$ cat config.mk
export PLATFORM = sky130hd
export DESIGN_NAME = vid_in_stream_ctrl_flat
export DESIGN_NICKNAME = d
export VERILOG_FILES = /design/src/rtl/vid_in_stream_ctrl_if.sv /design/src/rtl/vid_in_stream_ctrl.sv /design/src/flat_wrapper.sv
export SDC_FILE = /design/constraint.sdc
export NUM_CORES = 1
export LEC_CHECK = 0
export BUFFER_PORTS_ARGS = -buffer_cell sky130_fd_sc_hd__buf_2
export CAP_MARGIN = 40
export CORE_MARGIN = 2
export CORE_UTILIZATION = 52
export CTS_CLUSTER_SIZE = 40
export DETAILED_ROUTE_END_ITERATION = 10
export GPL_ROUTABILITY_DRIVEN = 1
export GPL_TIMING_DRIVEN = 0
export PLACE_DENSITY = 0.75
export RECOVER_POWER = 50
export SYNTH_ARGS = -nofsm -noshare
export SYNTH_HDL_FRONTEND = slang
export SYNTH_SLANG_ARGS = --single-unit
$ cat constraint.sdc
create_clock -name aclk -period 2.2 [get_ports aclk]
set_input_delay 0.22 -clock aclk [delete_from_list [all_inputs] [get_ports aclk]]
set_output_delay 0.22 -clock aclk [all_outputs]
set_load 0.02 [all_outputs]
$ cat src/rtl/vid_in_stream_ctrl_if.sv
// ---------------------------------------------------------------------------
// vid_in_stream_ctrl_if
//   AXI4-Stream video bus of the video-input bridge, as seen by the
//   run-control sequencer.
//
//   Signals:
//     m_axis_video_tvalid  beat valid (driven by the bridge)
//     m_axis_video_tready  beat ready (driven by the downstream sink)
//     m_axis_video_tuser   start-of-frame marker
//     m_axis_video_tlast   end-of-line marker
//
//   Modports:
//     master   the bridge side of the stream
//     slave    the downstream sink of the stream
//     monitor  passive observer; every signal is an input
// ---------------------------------------------------------------------------
interface vid_in_stream_ctrl_if;
  logic m_axis_video_tvalid;
  logic m_axis_video_tready;
  logic m_axis_video_tuser;
  logic m_axis_video_tlast;

  modport master (
    output m_axis_video_tvalid,
    output m_axis_video_tuser,
    output m_axis_video_tlast,
    input  m_axis_video_tready
  );

  modport slave (
    input  m_axis_video_tvalid,
    input  m_axis_video_tuser,
    input  m_axis_video_tlast,
    output m_axis_video_tready
  );

  modport monitor (
    input m_axis_video_tvalid,
    input m_axis_video_tready,
    input m_axis_video_tuser,
    input m_axis_video_tlast
  );
endinterface

$ cat src/rtl/vid_in_stream_ctrl.sv
// ---------------------------------------------------------------------------
// vid_in_stream_ctrl
//   Run-control and health-monitor sequencer for the video-input to
//   AXI4-Stream bridge. Enables the bridge only on a vertical-blank rising
//   edge so streaming starts on a frame boundary, stops at the next frame
//   boundary after run drops, counts frames, and recovers from FIFO write
//   errors and lost input (no start-of-frame while armed) by pulsing the
//   bridge reset.
//
//   Ports:
//     aclk, rst         clock, synchronous active-high reset
//     run               stream request level
//     aclken            AXI clock enable, qualifies beats
//     vtd_vblank        vertical blank from the bridge (aclk domain)
//     wr_error          bridge FIFO overflow flag (aclk domain)
//     axis              monitored AXI4-Stream video bus (monitor modport)
//     axis_enable       enable to the bridge
//     bridge_rst        active-high reset to the bridge
//     state             FSM encoding: IDLE=0 WAIT_VB=1 ARMED=2 STREAM=3 RECOVER=4
//     frame_count       start-of-frame beats accepted while streaming (wraps)
//     err_count         wr_error and timeout events (saturates)
//     timeout_flag      sticky timeout indication, cleared by run=0
//     meas_width        beats in the last complete line
//     meas_height       lines in the last complete frame
//     size_err          sticky line-width mismatch within a frame
//
//   Build option:
//     VID_IN_CTRL_MEASURE_EN  when defined, builds the line/frame size
//     measurement; otherwise meas_width, meas_height and size_err are 0.
// ---------------------------------------------------------------------------
module vid_in_stream_ctrl #(
  parameter int CNT_WIDTH      = 16,
  parameter int ERR_WIDTH      = 8,
  parameter int RST_CYCLES     = 8,
  parameter int TIMEOUT_CYCLES = 1000000
) (
  input  logic                      aclk,
  input  logic                      rst,
  input  logic                      run,
  input  logic                      aclken,
  input  logic                      vtd_vblank,
  input  logic                      wr_error,
  vid_in_stream_ctrl_if.monitor     axis,
  output logic                      axis_enable,
  output logic                      bridge_rst,
  output logic [2:0]                state,
  output logic [CNT_WIDTH-1:0]      frame_count,
  output logic [ERR_WIDTH-1:0]      err_count,
  output logic                      timeout_flag,
  output logic [CNT_WIDTH-1:0]      meas_width,
  output logic [CNT_WIDTH-1:0]      meas_height,
  output logic                      size_err
);

  typedef enum logic [2:0] {
    IDLE    = 3'd0,
    WAIT_VB = 3'd1,
    ARMED   = 3'd2,
    STREAM  = 3'd3,
    RECOVER = 3'd4
  } state_t;

  localparam int RC_W = (RST_CYCLES > 1) ? $clog2(RST_CYCLES) : 1;
  localparam int TO_W = (TIMEOUT_CYCLES > 2) ? $clog2(TIMEOUT_CYCLES) : 1;
  localparam logic [RC_W-1:0] RC_LAST = RC_W'(RST_CYCLES - 1);
  localparam logic [TO_W-1:0] TO_LAST = TO_W'(TIMEOUT_CYCLES - 1);

  function automatic logic [ERR_WIDTH-1:0] sat_inc(input logic [ERR_WIDTH-1:0] v);
    return (&v) ? v : v + ERR_WIDTH'(1);
  endfunction

  state_t          cur_st;
  state_t          nxt_st;
  logic            vb_q;
  logic            vb_rise;
  logic            beat;
  logic            sof;
  logic            stop_pend;
  logic [TO_W-1:0] to_cnt;
  logic [RC_W-1:0] rc_cnt;
  logic            frame_inc;
  logic            err_evt;
  logic            timeout_hit;

  assign beat    = axis.m_axis_video_tvalid & axis.m_axis_video_tready & aclken;
  assign sof     = beat & axis.m_axis_video_tuser;
  assign vb_rise = vtd_vblank & ~vb_q;
  assign state   = cur_st;

  // Next-state and event decode. In ARMED/STREAM a write error outranks
  // everything else; in ARMED a stop request outranks sof, and sof outranks
  // the timeout.
  always_comb begin
    nxt_st      = cur_st;
    frame_inc   = 1'b0;
    err_evt     = 1'b0;
    timeout_hit = 1'b0;
    case (cur_st)
      IDLE: begin
        if (run) nxt_st = WAIT_VB;
      end
      WAIT_VB: begin
        if (!run)        nxt_st = IDLE;
        else if (vb_rise) nxt_st = ARMED;
      end
      ARMED: begin
        if (wr_error) begin
          nxt_st  = RECOVER;
          err_evt = 1'b1;
        end else if (!run) begin
          nxt_st = IDLE;
        end else if (sof) begin
          nxt_st    = STREAM;
          frame_inc = 1'b1;
        end else if (to_cnt == TO_LAST) begin
          nxt_st      = RECOVER;
          err_evt     = 1'b1;
          timeout_hit = 1'b1;
        end
      end
      STREAM: begin
        if (wr_error) begin
          nxt_st  = RECOVER;
          err_evt = 1'b1;
        end else begin
          frame_inc = sof;
          // Only stop on the blanking edge so the bridge never sees a
          // partial frame.
          if (vb_rise && stop_pend) nxt_st = IDLE;
        end
      end
      RECOVER: begin
        if (rc_cnt == RC_LAST) nxt_st = WAIT_VB;
      end
      default: nxt_st = IDLE;
    endcase
  end

  // Control registers; outputs follow the next state so they change in
  // the same cycle as the state encoding.
  always_ff @(posedge aclk) begin
    if (rst) begin
      cur_st       <= IDLE;
      vb_q         <= 1'b1;
      axis_enable  <= 1'b0;
      bridge_rst   <= 1'b0;
      stop_pend    <= 1'b0;
      to_cnt       <= '0;
      rc_cnt       <= '0;
      frame_count  <= '0;
      err_count    <= '0;
      timeout_flag <= 1'b0;
    end else begin
      cur_st      <= nxt_st;
      vb_q        <= vtd_vblank;
      axis_enable <= (nxt_st == ARMED) || (nxt_st == STREAM);
      bridge_rst  <= (nxt_st == RECOVER);
      stop_pend   <= (cur_st == STREAM) && (nxt_st == STREAM) && !run;
      to_cnt      <= (cur_st == ARMED) ? to_cnt + TO_W'(1) : '0;
      rc_cnt      <= (cur_st == RECOVER) ? rc_cnt + RC_W'(1) : '0;
      frame_count <= frame_count + {{(CNT_WIDTH-1){1'b0}}, frame_inc};
      if (err_evt) err_count <= sat_inc(err_count);
      if (!run)             timeout_flag <= 1'b0;
      else if (timeout_hit) timeout_flag <= 1'b1;
    end
  end

`ifdef VID_IN_CTRL_MEASURE_EN
  logic                 eol;
  logic                 meas_act;
  logic                 size_mis;
  logic [CNT_WIDTH-1:0] pix_cnt;
  logic [CNT_WIDTH-1:0] line_cnt;
  logic [CNT_WIDTH-1:0] line_w;
  logic [CNT_WIDTH-1:0] first_w;
  logic                 first_vld;
  logic                 have_frame;

  assign eol = beat & axis.m_axis_video_tlast;
  // The sof that moves ARMED to STREAM is the first beat of the first
  // frame, so it is measured too.
  assign meas_act = beat && ((cur_st == STREAM) || ((cur_st == ARMED) && frame_inc));
  // A sof restarts the line, so that beat counts as beat 1.
  assign line_w   = (sof ? '0 : pix_cnt) + CNT_WIDTH'(1);
  assign size_mis = meas_act && eol && !sof && first_vld && (line_w != first_w);

  always_ff @(posedge aclk) begin
    if (rst) begin
      pix_cnt     <= '0;
      line_cnt    <= '0;
      first_w     <= '0;
      first_vld   <= 1'b0;
      have_frame  <= 1'b0;
      meas_width  <= '0;
      meas_height <= '0;
      size_err    <= 1'b0;
    end else begin
      if (meas_act) begin
        pix_cnt <= eol ? '0 : line_w;
        if (eol) meas_width <= line_w;
        if (sof) begin
          line_cnt   <= eol ? CNT_WIDTH'(1) : '0;
          have_frame <= 1'b1;
          // The first frame after (re)start may be partial; skip it.
          if (have_frame) meas_height <= line_cnt;
        end else if (eol) begin
          line_cnt <= line_cnt + CNT_WIDTH'(1);
        end
        if (eol && (sof || !first_vld)) begin
          first_w   <= line_w;
          first_vld <= 1'b1;
        end else if (sof) begin
          first_vld <= 1'b0;
        end
      end else if (cur_st != STREAM) begin
        pix_cnt    <= '0;
        line_cnt   <= '0;
        first_vld  <= 1'b0;
        have_frame <= 1'b0;
      end
      if (!run)          size_err <= 1'b0;
      else if (size_mis) size_err <= 1'b1;
    end
  end
`else
  logic unused_tlast;
  assign unused_tlast = axis.m_axis_video_tlast;
  assign meas_width   = '0;
  assign meas_height  = '0;
  assign size_err     = 1'b0;
`endif

endmodule
$ cat src/flat_wrapper.sv
// flat-port wrapper written by rule: the top's interface ports become plain ports
module vid_in_stream_ctrl_flat 
#(
  parameter int CNT_WIDTH      = 16,
  parameter int ERR_WIDTH      = 8,
  parameter int RST_CYCLES     = 8,
  parameter int TIMEOUT_CYCLES = 1000000
)
  (aclk, rst, run, aclken, vtd_vblank, wr_error, axis_enable, bridge_rst, state, frame_count, err_count, timeout_flag, meas_width, meas_height, size_err, axis_m_axis_video_tvalid, axis_m_axis_video_tready, axis_m_axis_video_tuser, axis_m_axis_video_tlast);
  vid_in_stream_ctrl_if axis_i ();
  input  logic aclk;
  input  logic rst;
  input  logic run;
  input  logic aclken;
  input  logic vtd_vblank;
  input  logic wr_error;
  output logic axis_enable;
  output logic bridge_rst;
  output logic [2:0] state;
  output logic [CNT_WIDTH-1:0] frame_count;
  output logic [ERR_WIDTH-1:0] err_count;
  output logic timeout_flag;
  output logic [CNT_WIDTH-1:0] meas_width;
  output logic [CNT_WIDTH-1:0] meas_height;
  output logic size_err;
  input wire logic [$bits(axis_i.m_axis_video_tvalid)-1:0] axis_m_axis_video_tvalid;
  input wire logic [$bits(axis_i.m_axis_video_tready)-1:0] axis_m_axis_video_tready;
  input wire logic [$bits(axis_i.m_axis_video_tuser)-1:0] axis_m_axis_video_tuser;
  input wire logic [$bits(axis_i.m_axis_video_tlast)-1:0] axis_m_axis_video_tlast;
  assign axis_i.m_axis_video_tvalid = axis_m_axis_video_tvalid;
  assign axis_i.m_axis_video_tready = axis_m_axis_video_tready;
  assign axis_i.m_axis_video_tuser = axis_m_axis_video_tuser;
  assign axis_i.m_axis_video_tlast = axis_m_axis_video_tlast;
  vid_in_stream_ctrl #(.CNT_WIDTH(CNT_WIDTH), .ERR_WIDTH(ERR_WIDTH), .RST_CYCLES(RST_CYCLES), .TIMEOUT_CYCLES(TIMEOUT_CYCLES)) u_core (.aclk(aclk), .rst(rst), .run(run), .aclken(aclken), .vtd_vblank(vtd_vblank), .wr_error(wr_error), .axis(axis_i), .axis_enable(axis_enable), .bridge_rst(bridge_rst), .state(state), .frame_count(frame_count), .err_count(err_count), .timeout_flag(timeout_flag), .meas_width(meas_width), .meas_height(meas_height), .size_err(size_err));
endmodule
=== Yosys cells after proc, flatten, opt, wreduce, memory -nomap -nowiden ===
Index checks and enable logic that the tools add are counted.

* Flip-flop bits (word level): 55
* Input port bits: 10
* Output and inout bits: 63
* Logic and storage cells: 67

* Add/subtract/negate cells: 4
* Equal/unequal tests: 9
* Muxes and demuxes: 24
* Bitwise logic cells: 9
* Reduce and logical (&&, ||, !) cells: 11

{| class="wikitable"
|+ Operators by type and width
! cell !! count
|-
| 3-bit 2-to-1 mux || 10
|-
| 20-bit by 1-bit adder with 20-bit output (second input constant) || 1
|-
| 20-bit == test (second input constant) || 1
|-
| 16-bit by 1-bit adder with 16-bit output || 1
|-
| 3-bit one-hot mux with 5 select lines || 1
|-
| 3-bit by 2-bit == test with 1-bit output (second input constant) || 4
|-
| 1-bit 2-to-1 mux || 11
|-
| 3-bit == test (second input constant) || 3
|-
| 8-bit by 1-bit adder with 8-bit output (second input constant) || 1
|-
| 8-bit AND reduction || 1
|-
| 2-bit OR reduction || 3
|-
| 1-bit inverter || 5
|-
| 1-bit AND || 4
|-
| 1-bit one-hot mux with 2 select lines || 2
|-
| 3-bit by 1-bit adder with 3-bit output (second input constant) || 1
|-
| 3-bit by 1-bit == test with 1-bit output (second input constant) || 1
|-
| 1-bit logical AND || 3
|-
| 3-bit logical NOT || 1
|-
| 2-bit AND reduction || 1
|-
| 1-bit logical NOT || 1
|-
| 1-bit logical OR || 1
|}

=== Longest topological paths before layout ===
Gate-level depths: netlist of run 1.

* Depth in word-level cells: 10
* Gate-level depth with buffers: 10
* Gate-level depth less buffers: 9

=== Worst setup path before layout of run 1 ===
OpenSTA, ideal clock, no wires.

* Path type: register -> register
* From: register u_core.cur_st[1], in the netlist u_core.state[1]
* To: register u_core.frame_count[14]
* Library setup time: 128 ps
* Arrival time: 1,993 ps
* Data required time: 2,072 ps
* Slack: 80 ps
* Stages on the path, launching flop included: 11
* Buffers on the path: 1
* Clock period less this slack: 2,120 ps
* Cell sequence: dfxtp_1 clkbuf_2 nand2b_1 nor4_1 ha_1 ha_1 and2_0 and3_1 nand3_1 xor2_1 nor2_1

* Longest elaborated chain between the ends: 3
* Elaborated cells between the ends (all ways): 4
* Classes of those cells: add/sub: 1; eq/ne: 2; mux: 1

{| class="wikitable"
|+ Ends and longest elaborated chain
! what !! RTL line !! source
|-
| start: declaration || vid_in_stream_ctrl.sv:72 || <nowiki>state_t cur_st;</nowiki>
|-
| start signal: assignment || vid_in_stream_ctrl.sv:154 || <nowiki>cur_st <= nxt_st;</nowiki>
|-
| 3-bit by 2-bit == test with 1-bit output || vid_in_stream_ctrl.sv:98 || <nowiki>case (cur_st)</nowiki>
|-
| 1-bit one-hot mux with 2 select lines (*) || vid_in_stream_ctrl.sv:98 ||
|-
| 16-bit by 1-bit adder with 16-bit output (*) || vid_in_stream_ctrl.sv:161 || <nowiki>frame_count <= frame_count + {{(CNT_WIDTH-1){1'b0}}, frame_inc};</nowiki>
|-
| end signal: assignment || vid_in_stream_ctrl.sv:161 ||
|-
| end: declaration || vid_in_stream_ctrl.sv:47 || <nowiki>output logic [CNT_WIDTH-1:0] frame_count,</nowiki>
|}

Every way passes the cells marked *; elsewhere a longest branch is shown, timed or not.
A chain may end at the register's enable or synchronous reset.

=== Worst setup path after layout of run 1 ===
* From: register u_core.to_cnt[12]
* To: register u_core.err_count[0]

* Longest elaborated chain between the ends: 7

{| class="wikitable"
|+ Ends and longest elaborated chain
! what !! RTL line !! source
|-
| start: declaration || vid_in_stream_ctrl.sv:79 || <nowiki>logic [TO_W-1:0] to_cnt;</nowiki>
|-
| start signal: assignment || vid_in_stream_ctrl.sv:159 || <nowiki>to_cnt <= (cur_st == ARMED) ? to_cnt + TO_W'(1) : '0;</nowiki>
|-
| 20-bit == test || vid_in_stream_ctrl.sv:115 || <nowiki>end else if (to_cnt == TO_LAST) begin</nowiki>
|-
| 1-bit 2-to-1 mux || vid_in_stream_ctrl.sv:115 ||
|-
| 1-bit 2-to-1 mux || vid_in_stream_ctrl.sv:112 || <nowiki>end else if (sof) begin</nowiki>
|-
| 1-bit 2-to-1 mux || vid_in_stream_ctrl.sv:110 || <nowiki>end else if (!run) begin</nowiki>
|-
| 1-bit 2-to-1 mux || vid_in_stream_ctrl.sv:107 || <nowiki>if (wr_error) begin</nowiki>
|-
| 1-bit one-hot mux with 2 select lines || vid_in_stream_ctrl.sv:98 ||
|-
| 2-bit AND reduction (no source line) || - ||
|-
| end signal: assignment || vid_in_stream_ctrl.sv:162 || <nowiki>if (err_evt) err_count <= sat_inc(err_count);</nowiki>
|-
| end: declaration || vid_in_stream_ctrl.sv:48 || <nowiki>output logic [ERR_WIDTH-1:0] err_count,</nowiki>
|}

No other way between the ends.

==> results of run 1 <==
==> synth_stat cells (3+ instances only) <==
cell type / count / area share
a21oi_1: 11 / 0.020
nand3_1: 16 / 0.030
inv_1: 7 / 0.0098
xnor2_1: 6 / 0.019
or3_1: 5 / 0.012
clkbuf_1: 5 / 0.0070
o21ai_0: 7 / 0.013
buf_4: 33 / 0.092
nand2_1: 17 / 0.024
ha_1: 6 / 0.028
o31ai_1: 3 / 0.0084
dfxtp_1: 55 / 0.41
nor2_1: 38 / 0.053
nor4_1: 6 / 0.014
nor2b_1: 6 / 0.014
and3_1: 4 / 0.0093
nor3_1: 5 / 0.0093
nand2b_1: 4 / 0.0093
xor2_1: 23 / 0.075
or4_1: 5 / 0.014
nand4_1: 11 / 0.026
==> per-layer routing <==
| metal | up-vias | track usage |
|---|---|---|
| met2 | 49 | 0.298 |
| li1 | 1155 | - |
| met5 | - | 0 |
| met1 | 1005 | 0.215 |
| met4 | 0 | 0.0782 |
| met3 | 5 | 0.0367 |
==> power by group through the flow <==
stage          Clock, uW  Combinational, uW  Sequential [uW]
6_report             773                140             1000
5_1_grt              830                150             1000
4_1_cts              793                137             1000
3_5_place_dp           0                137             1020
3_3_place_gp           0                136             1020
2_1_floorplan          0                115             1030
==> worst min-delay path by stage <==
stage,from,end,slack [ns],cells after the start
after global placement,u_core.rc_cnt[0],u_core.rc_cnt[0],0.41,1
final,vtd_vblank,u_core.vb_q,0.1,2
after floorplan,run,u_core.stop_pend,0.30,1
after global routing,vtd_vblank,u_core.vb_q,0.11,2
after detailed placement,vtd_vblank,u_core.vb_q,0.42,2
after CTS,vtd_vblank,u_core.vb_q,0.09,2
==> logic make-up (layout without fill, tap and decap cells) <==
group	after synthesis	after routing	share of synthesized area
AND/OR/NAND/NOR	133	133	0.266
flip-flops	55	55	0.409
buffers and inverters	48	98	0.116
AO/OA/AOI/OAI	30	30	0.0743
XOR/XNOR	29	29	0.0942
adder cells (fa/ha/maj)	6	6	0.0279
multiplexers	3	3	0.0116
other	1	33	0.00139
==> cell type report <==
| type | count | area [sq um] | share of cell area |
|---|---|---|---|
| inverter | 7 | 26.3 | 0.00807 |
| clock buffer | 6 | 72.6 | 0.0223 |
| tap | 70 | 87.6 | 0.0269 |
| multi-input combinational | 234 | 1430 | 0.438 |
| sequential | 55 | 1100 | 0.339 |
| timing repair buffer | 42 | 194 | 0.0595 |
| buffer | 41 | 287 | 0.0880 |
| clock inverter | 2 | 60.1 | 0.0184 |
==> repair_timing <==
| action | CTS | global route |
|---|---|---|
| pin swaps | 0 | 4 |
| gates resized for setup | 3 | 8 |
| gates cloned | 0 | 1 |
| buffers inserted | 0 | 3 |
| setup endpoints to repair | 3 | 11 |
==> cells in the final DEF (no fill, tap or decap), types with 7 or more instances in the layout <==
cell      Yosys  layout
nand4_1      11      11
o21ai_0       7       7
buf_2         0      21
dfxtp_1      55      53
inv_1         7       7
clkbuf_1      5      25
xor2_1       23      23
nor2_1       38      38
conb_1        1      33
a21oi_1      11      10
nand2_1      17      17
nand3_1      16      15
buf_4        33      36
==> through the flow <==
stage	worst slack (ns)	cells	utilization	total power (uW)	area (sq um)
after floorplan	0.0798	337	-	1140	2820
after global placement	-0.0780	445	0.613	1160	3090
after detailed placement	-0.0809	445	0.613	1160	3090
after CTS	0.0235	453	0.641	1930	3230
after global routing	-0.0390	457	0.646	1980	3260
final	0.0494	457	0.646	1910	3260
==> state kept, by name, indices dropped and copies added (netlist names) <==
signal / cells
u_core.err_count: 8
u_core.frame_count: 16
u_core.stop_pend: 1
u_core.timeout_flag: 1
u_core.to_cnt: 20
u_core.rc_cnt: 3
u_core.vb_q: 1
u_core.bridge_rst: 1
u_core.state: 3
u_core.axis_enable: 1
==> reports/results.ini, run 1 <==
[placement]
gp_congestion = 0.805
portBuffers = 38
dp_hpwl_mm = 3.71

[critical_path]
endpoint = u_core.err_count[0]
cp.arrival_ns = 2.36
cp_top_family = simple AND/OR/NAND/NOR gates
worstPathRequired_ns = 2.41
worst_r2r_endpoint = u_core.err_count[0]
cp.depth = 6
rrSetupSlack_ns = 0.05
path_buf_inv = 1
slowest_delay_ns = 0.54
cp_slowest_cell = or4_4
setup.worst_path.start = u_core.to_cnt[12]
path_max_fanout = 5
r2r_cells = 6
critPathCaptureType = register
worstSetupStartpointType = register
rr_startpoint = u_core.to_cnt[12]
crit_type = register to register
path_cells = or4_4, nor4_4, a32oi_2, buf_6, nor2_1, mux2_2

[clock_network]
cts_max_path_buffers = 2
htreeDepth = 2
cts.sinks = 55
clk_pin_slew_ns = 0.10
cts_hold_buf = 0
root_buffer = clkbuf_8
cts_tree = done
cts_buffers = 5
clock_latency_ns = 0.31

[pwr]
p_leak_uw = 0.00131
switching_share = 0.212
p_int_uw = 1510
switchingPower_uw = 407
p_comb_frac = 0.073
seqPwrFrac = 0.523
power_density_nw_per_um2 = 588
ir_drop_mv = 0.436
clock_power_share = 0.404

[synthesis]
netlist_area_sq_um = 2700
seq_area_frac_synth = 0.409
async_flop_share = 0
synth_edf_count = 0
synth-main-ff-cell = dfxtp_1
ys_ff_latch = 55
syn_inst = 305
synth_warnings = 0
avgSynthCellArea_sq_um = 8.84
ys_types = 46

[routing]
wl_met3_um = 258
first_pass_iters = 4
dr_wl_met2_mm = 2.33
drtAntennaViolNets = 0
vias = 2214
via_per_inst = 4.84
routedWlPerCell_um = 11.0
routed.top_layer = met4
drt-met1-wl_mm = 2.35
route.detailed.drc = 0
drt_iter0_markers = 86
wirelength_mm = 5.01

[timing]
tightest_slew_ns = 0.681
slew_headroom = 0.542
skew_ns = 0.0103
setup_viol = 0
report.final.slew_viol_count = 0
rsz0062_at_grt = yes
fmax_mhz = 465
finalHoldViolations = 0
hold_slack_ns = 0.0990
post-route-min-period_ns = 2.15
finalSetupTns_ns = 0
timing.final.crit_share = 0.978

[cells_and_area]
drive_above_1_share = 0.209
final_nets = 402
antenna_cells = 0
syn_to_final_growth_pct = 20.8
nFillCells = 438

[floorplan]
ios = 73
row_count = 26
core_sq_um = 5040
die_area_sq_um = 5770
die_y_um = 76.0
start_util = 0.534
fp.dieW_um = 76.0

[global_routing]
overflow = 0
grtUsageTotal = 0.176
antenna_found_initial = 0
grt_max_degree = 17
grt_pass1_vias = 1949
grt_pass1_wl_mm = 8.49

[job]
cap_violations = 0

[run_status]
status = finished clean

[hold_path]
hold_class = primary input to register

Note: power is estimated with default switching activity, not from simulation.
==> inputs of run 2 (changes only) <==
REMOVE_ABC_BUFFERS = 1   (was unset)
==> run 2 against run 1 <==
  * Final cell count down 8.8%
  * Clock skew up 0.0011 ns
  * Clock-buffer cell count down 1
  * Sequential power about the same
  * Highest routed layer unchanged
  * First-iteration DRC count up 53%
==> reports/results.ini, run 2 (synthesized netlist as in run 1, its figures left out) <==
[routing]
route.detailed.drc = 0  ; unchanged
via_per_inst = 5.10  ; was 4.84
drt_iter0_markers = 132  ; was 86
wirelength_mm = 4.97  ; was 5.01 mm
drtAntennaViolNets = 0  ; unchanged
first_pass_iters = 4  ; unchanged
vias = 2127  ; was 2214
routedWlPerCell_um = 11.9  ; was 11.0 um

[critical_path]
worstPathRequired_ns = 2.45  ; was 2.41 ns
path_max_fanout = 6  ; was 5
path_cells = or4_4, nor4_4, buf_4, a32oi_4, or4_4, a21oi_2  ; was or4_4, nor4_4, a32oi_2, buf_6, nor2_1, mux2_2
cp_slowest_cell = or4_4  ; unchanged
cp.arrival_ns = 2.38  ; was 2.36 ns
slowest_delay_ns = 0.54  ; about the same
crit_type = register to register  ; unchanged
path_buf_inv = 1  ; unchanged
cp_top_family = simple AND/OR/NAND/NOR gates  ; unchanged
critPathCaptureType = register  ; unchanged
cp_common_cell = or4_4
worstSetupStartpointType = register  ; unchanged

[cells_and_area]
syn_to_final_growth_pct = 9.93  ; was 20.8%
drive_above_1_share = 0.115  ; was 0.209
reg_top3 = u_core.to_cnt (20), u_core.frame_count (16), u_core.err_count (8)  ; unchanged
multi_input_area_sq_um = 1460  ; was 1430 sq um
final_nets = 362  ; was 402
nFillCells = 505  ; was 438
largest_register = u_core.to_cnt  ; unchanged
antenna_cells = 0  ; unchanged
mostFrequentLayoutCells = dfxtp_1, nor2_1, conb_1  ; was dfxtp_1, nor2_1, buf_4
largest_register_ffs = 20  ; unchanged
final-seq-area_sq_um = 1110  ; was 1100 sq um
layout_commonest_cell = dfxtp_1  ; unchanged
design_area_sq_um = 2960  ; was 3260 sq um

[run_status]
status = finished clean  ; unchanged

[timing]
setup_ws_ns = 0.0686  ; was 0.0494 ns
post-route-min-period_ns = 2.13  ; was 2.15 ns
slew_headroom = 0.528  ; was 0.542
timing.final.crit_share = 0.969  ; was 0.978
skew_ns = 0.0114  ; was 0.0103 ns
tightest_slew_ns = 0.702  ; was 0.681 ns
rsz0062_at_grt = no  ; was yes
report.final.slew_viol_count = 0  ; unchanged
setup_viol = 0  ; unchanged
fmax_mhz = 469  ; was 465 MHz
finalSetupTns_ns = 0  ; unchanged
finalHoldViolations = 0  ; unchanged

[floorplan]
fp.dieW_um = 76.0  ; unchanged
die_y_um = 76.0  ; unchanged
row_count = 26  ; unchanged
ios = 73  ; unchanged
die_area_sq_um = 5770  ; unchanged
core_sq_um = 5040  ; unchanged
start_util = 0.534  ; unchanged

[global_routing]
overflow = 0  ; unchanged
grt_max_degree = 35  ; was 17
grt_pass1_vias = 1918  ; was 1949
grt_pass1_wl_mm = 8.02  ; was 8.49 mm
antenna_found_initial = 0  ; unchanged
grtUsageTotal = 0.167  ; was 0.176

[pwr]
p_comb_frac = 0.056  ; was 0.073
p_int_uw = 1240  ; was 1510 uW
ir_drop_mv = 0.268  ; was 0.436 mV
p_leak_uw = 0.00106  ; was 0.00131 uW
clock_power_share = 0.341  ; was 0.404
finalPower_uw = 1660  ; was 1910 uW
switching_share = 0.253  ; was 0.212
seqPwrFrac = 0.603  ; was 0.523
switchingPower_uw = 420  ; was 407 uW
power_density_nw_per_um2 = 560  ; was 588 nW/um^2

[placement]
dp_hpwl_mm = 3.40  ; was 3.71 mm
place_ws_ns = -0.207  ; was -0.0809 ns
gp_congestion = 0.786  ; was 0.805
portBuffers = 38  ; unchanged
post_dp_cell_area_sq_um = 2810  ; was 3090 sq um

[hold_path]
hold_class = primary input to register  ; unchanged

[clock_network]
cts_buffers = 5  ; unchanged
cts_max_path_buffers = 2  ; unchanged
cts.sinks = 55  ; unchanged
clock_latency_ns = 0.31  ; about the same
cts_tree = done  ; unchanged
clk_pin_slew_ns = 0.10  ; about the same
htreeDepth = 2  ; unchanged
root_buffer = clkbuf_8  ; unchanged

[job]
cap_violations = 0  ; unchanged

[run 2: timing repair]
item | 4_1_cts | 5_1_grt
gates resized for setup | 6 | 8
endpoints found under the setup margin | 12 | 11
gates cloned | 0 | 1
hold buffers | 0 | 0
buffers inserted | 0 | 4
pin swaps | 0 | 4
[run 2: worst reg2reg max path, stage by stage (launching register included)]
cell and delay, ns:
dfxtp_2 0.34, or4_4 0.54, nor4_4 0.27, buf_4 0.19, a32oi_4 0.09, or4_4 0.51, a21oi_2 0.14
[run 2: power by group through the flow]
| stage | Clock, uW | Combinational, uW | Sequential (uW) |
|---|---|---|---|
| final | 566 | 92.8 | 1000 |
| after global routing | 619 | 99.9 | 1000 |
| after CTS | 585 | 89.1 | 1000 |
| after detailed placement | 0 | 87.8 | 1030 |
| after global placement | 0 | 87.2 | 1030 |
| after floorplan | 0 | 62.7 | 1030 |
[run 2: path summary, 6_finish.rpt]
| kind | start | endpoint | slack [ns] | cells past startpoint |
|---|---|---|---|---|
| worst max register to register | u_core.to_cnt[15] | u_core.err_count[4] | 0.07 | 6 |
| worst min register to register | u_core.rc_cnt[0] | u_core.rc_cnt[0] | 0.43 | 1 |
| worst max-delay path | u_core.to_cnt[15] | u_core.err_count[4] | 0.07 | 6 |
| worst min-delay path | vtd_vblank | u_core.vb_q | 0.1 | 2 |
[run 2: cell type report]
class | count | area share
multi-input combinational | 235 | 0.493
sequential | 55 | 0.375
timing repair buffer | 42 | 0.0629
tap | 70 | 0.0296
clock buffer | 5 | 0.0232
inverter | 7 | 0.00887
clock inverter | 3 | 0.00802
[run 2: metrics by stage]
step	hold WS [ns]	instances	utilization
3_3_place_gp	0.415	404	0.557
5_1_grt	0.0973	417	0.588
6_report	0.0980	417	0.588
3_5_place_dp	0.417	404	0.557
4_1_cts	0.0966	412	0.580
2_1_floorplan	0.289	296	-
[run 2: metal layers]
layer	GRT usage	up-vias	part of all wire
met3	0.0344	9	0.044
li1	-	1078	-
met1	0.191	990	0.45
met2	0.303	50	0.49
met4	0.0691	0	0.018
met5	0	-	0
==> inputs of run 3 (changes only) <==
CORE_ASPECT_RATIO = 0.75   (was unset)
CORE_UTILIZATION = 35   (was 52)
PLACE_DENSITY = 0.53   (was 0.75)
==> run 3 against run 2 <==
  * Sequential cell count did not move
  * Clock-buffer cell count is the same
  * Sequential power hardly changed
  * Critical path type unchanged
  * Largest cell class unchanged
==> reports/results.ini, run 3 (synthesized netlist as in run 1, its figures left out) <==
[critical_path]
cp_slowest_cell = or4_4  ; unchanged
rr_startpoint = u_core.to_cnt[15]  ; unchanged
setup.worst_path.start = u_core.to_cnt[15]  ; unchanged
worstSetupStartpointType = register  ; unchanged
critPathCaptureType = register  ; unchanged
worstPathRequired_ns = 2.44  ; was 2.45 ns
worst_r2r_endpoint = u_core.err_count[7]  ; was u_core.err_count[4]
crit_type = register to register  ; unchanged
endpoint = u_core.err_count[7]  ; was u_core.err_count[4]
path_cells = or4_4, nor4_4, buf_4, a32oi_4, or4_4, a21oi_2  ; unchanged
r2r_cells = 6  ; unchanged
cp_common_cell = or4_4  ; unchanged
slowest_delay_ns = 0.55  ; was 0.54 ns
cp.arrival_ns = 2.42  ; was 2.38 ns
path_max_fanout = 6  ; unchanged
rrSetupSlack_ns = 0.03  ; was 0.07 ns

[timing]
setup_viol = 0  ; unchanged
slew_headroom = 0.550  ; was 0.528
timing.final.crit_share = 0.988  ; was 0.969
skew_ns = 0.00534  ; was 0.0114 ns
report.final.slew_viol_count = 0  ; unchanged
tightest_slew_ns = 0.675  ; was 0.702 ns
fmax_mhz = 460  ; was 469 MHz
hold_slack_ns = 0.107  ; was 0.0980 ns
finalHoldViolations = 0  ; unchanged
setup_ws_ns = 0.0264  ; was 0.0686 ns
post-route-min-period_ns = 2.17  ; was 2.13 ns

[routing]
route.detailed.drc = 0  ; unchanged
vias = 2126  ; was 2127
via_per_inst = 4.73  ; was 5.10
drt_iter0_markers = 63  ; was 132
first_pass_iters = 4  ; unchanged
wirelength_mm = 5.45  ; was 4.97 mm
routedWlPerCell_um = 12.1  ; was 11.9 um
drtAntennaViolNets = 0  ; unchanged

[clock_network]
htreeDepth = 2  ; unchanged
clk_pin_slew_ns = 0.10  ; about the same
cts_tree = done  ; unchanged
cts_buffers = 5  ; unchanged
root_buffer = clkbuf_8  ; unchanged
cts.sinks = 55  ; unchanged
cts_hold_buf = 0  ; unchanged
clock_latency_ns = 0.31  ; about the same
cts_max_path_buffers = 2  ; unchanged

[cells_and_area]
largest_register_ffs = 20  ; unchanged
drive_above_1_share = 0.126  ; was 0.115
largest_register = u_core.to_cnt  ; unchanged
final_nets = 363  ; was 362
syn_to_final_growth_pct = 11.7  ; was 9.93%
antenna_cells = 0  ; unchanged
design_area_sq_um = 3010  ; was 2960 sq um
mostFrequentLayoutCells = dfxtp_1, nor2_1, conb_1  ; unchanged
layout_commonest_cell = dfxtp_1  ; unchanged
reg_top3 = u_core.to_cnt (20), u_core.frame_count (16), u_core.err_count (8)  ; unchanged

[placement]
post_dp_cell_area_sq_um = 2850  ; was 2810 sq um
place_ws_ns = -0.201  ; was -0.207 ns
gp_congestion = 0.784  ; was 0.786
dp_hpwl_mm = 3.73  ; was 3.40 mm
portBuffers = 38  ; unchanged

[pwr]
clock_power_share = 0.339  ; was 0.341
seqPwrFrac = 0.606  ; was 0.603
switchingPower_uw = 420  ; about the same
p_comb_frac = 0.056  ; about the same
ir_drop_mv = 0.239  ; was 0.268 mV
p_leak_uw = 0.00106  ; about the same
p_int_uw = 1230  ; was 1240 uW
switching_share = 0.254  ; was 0.253
power_density_nw_per_um2 = 549  ; was 560 nW/um^2

[hold_path]
hold_class = primary input to register  ; unchanged
worstHoldStart = vtd_vblank  ; unchanged
hold_depth = 2  ; unchanged

[floorplan]
die_area_sq_um = 8430  ; was 5770 sq um
row_count = 27  ; was 26
start_util = 0.364  ; was 0.534
core_sq_um = 7400  ; was 5040 sq um
die_y_um = 80.0  ; was 76.0 um
fp.dieW_um = 105  ; was 76.0 um
ios = 73  ; unchanged

[global_routing]
grtUsageMet3 = 0.0310  ; was 0.0344
grtUsageTotal = 0.129  ; was 0.167
overflow = 0  ; unchanged
globalRouteMet2Util = 0.206  ; was 0.303
grt_util_met1 = 0.171  ; was 0.191
grt_max_degree = 35  ; unchanged
grt_busiest_layer = met2  ; unchanged
antenna_found_initial = 0  ; unchanged
grt_pass1_vias = 1867  ; was 1918
grt_pass1_wl_mm = 8.80  ; was 8.02 mm

[run_status]
status = finished clean  ; unchanged

[job]
cap_violations = 0  ; unchanged

-- run 3: cell count changes in the layout (fill, tap and decap cells not counted), moves of 2 or more --
cell	previous run	this run
dfxtp_1	52	49
dfxtp_2	1	4
buf_2	11	9
nor4_2	0	2
clkbuf_1	27	29
-- run 3: repair_timing --
item                                    in CTS  in global routing
pin swaps                                    0                  2
resized for setup                            4                 15
endpoints found under the setup margin      12                 13
buffers inserted                             0                  6
gates cloned                                 0                  1
-- run 3: area by class of cell --
class / count / area [sq um]
timing repair buffer: 43 / 191
fill: 796 / 4390
multi-input combinational: 235 / 1470
clock buffer: 5 / 68.8
clock inverter: 3 / 20.0
sequential: 55 / 1110
inverter: 7 / 26.3
tap: 101 / 126
-- run 3: power by group through the flow --
stage               Sequential [uW]  Clock [uW]  Combinational (uW)
CTS                            1000         583                90.1
global placement               1030           0                89.1
finish                         1000         560                92.4
global route                   1000         622                 101
detailed placement             1030           0                89.6
floorplan                      1030           0                62.7
-- run 3: worst min-delay path by stage --
stage	slack, ns	end
6_report	0.11	u_core.vb_q
5_1_grt	0.11	u_core.vb_q
4_1_cts	0.1	u_core.vb_q
3_5_place_dp	0.42	u_core.vb_q
3_3_place_gp	0.42	u_core.rc_cnt[0]
2_1_floorplan	0.29	u_core.axis_enable
-- run 3: worst max-delay path: cells and delay by family (launching register included) --
family / cells / cell delay [ns]
AO/OA/AOI/OAI: 2 / 0.22
buffers and inverters: 1 / 0.18
flip-flops: 1 / 0.34
AND/OR/NAND/NOR: 3 / 1.36
-- run 3: per-stage QoR --
| step | total power, uW | util | TNS, ns | cells |
|---|---|---|---|---|
| 6_report | 1650 | 0.407 | 0 | 449 |
| 5_1_grt | 1730 | 0.407 | -0.0452 | 449 |
| 4_1_cts | 1680 | 0.398 | -0.0234 | 443 |
| 3_5_place_dp | 1120 | 0.385 | -0.780 | 435 |
| 3_3_place_gp | 1110 | 0.385 | -0.750 | 435 |
| 2_1_floorplan | 1090 | - | 0 | 296 |
-- run 3: metal layers --
layer,up-vias,share of wire
li1,1076,-
met1,995,0.50
met2,48,0.44
met3,7,0.045
met4,0,0.015
met5,-,0
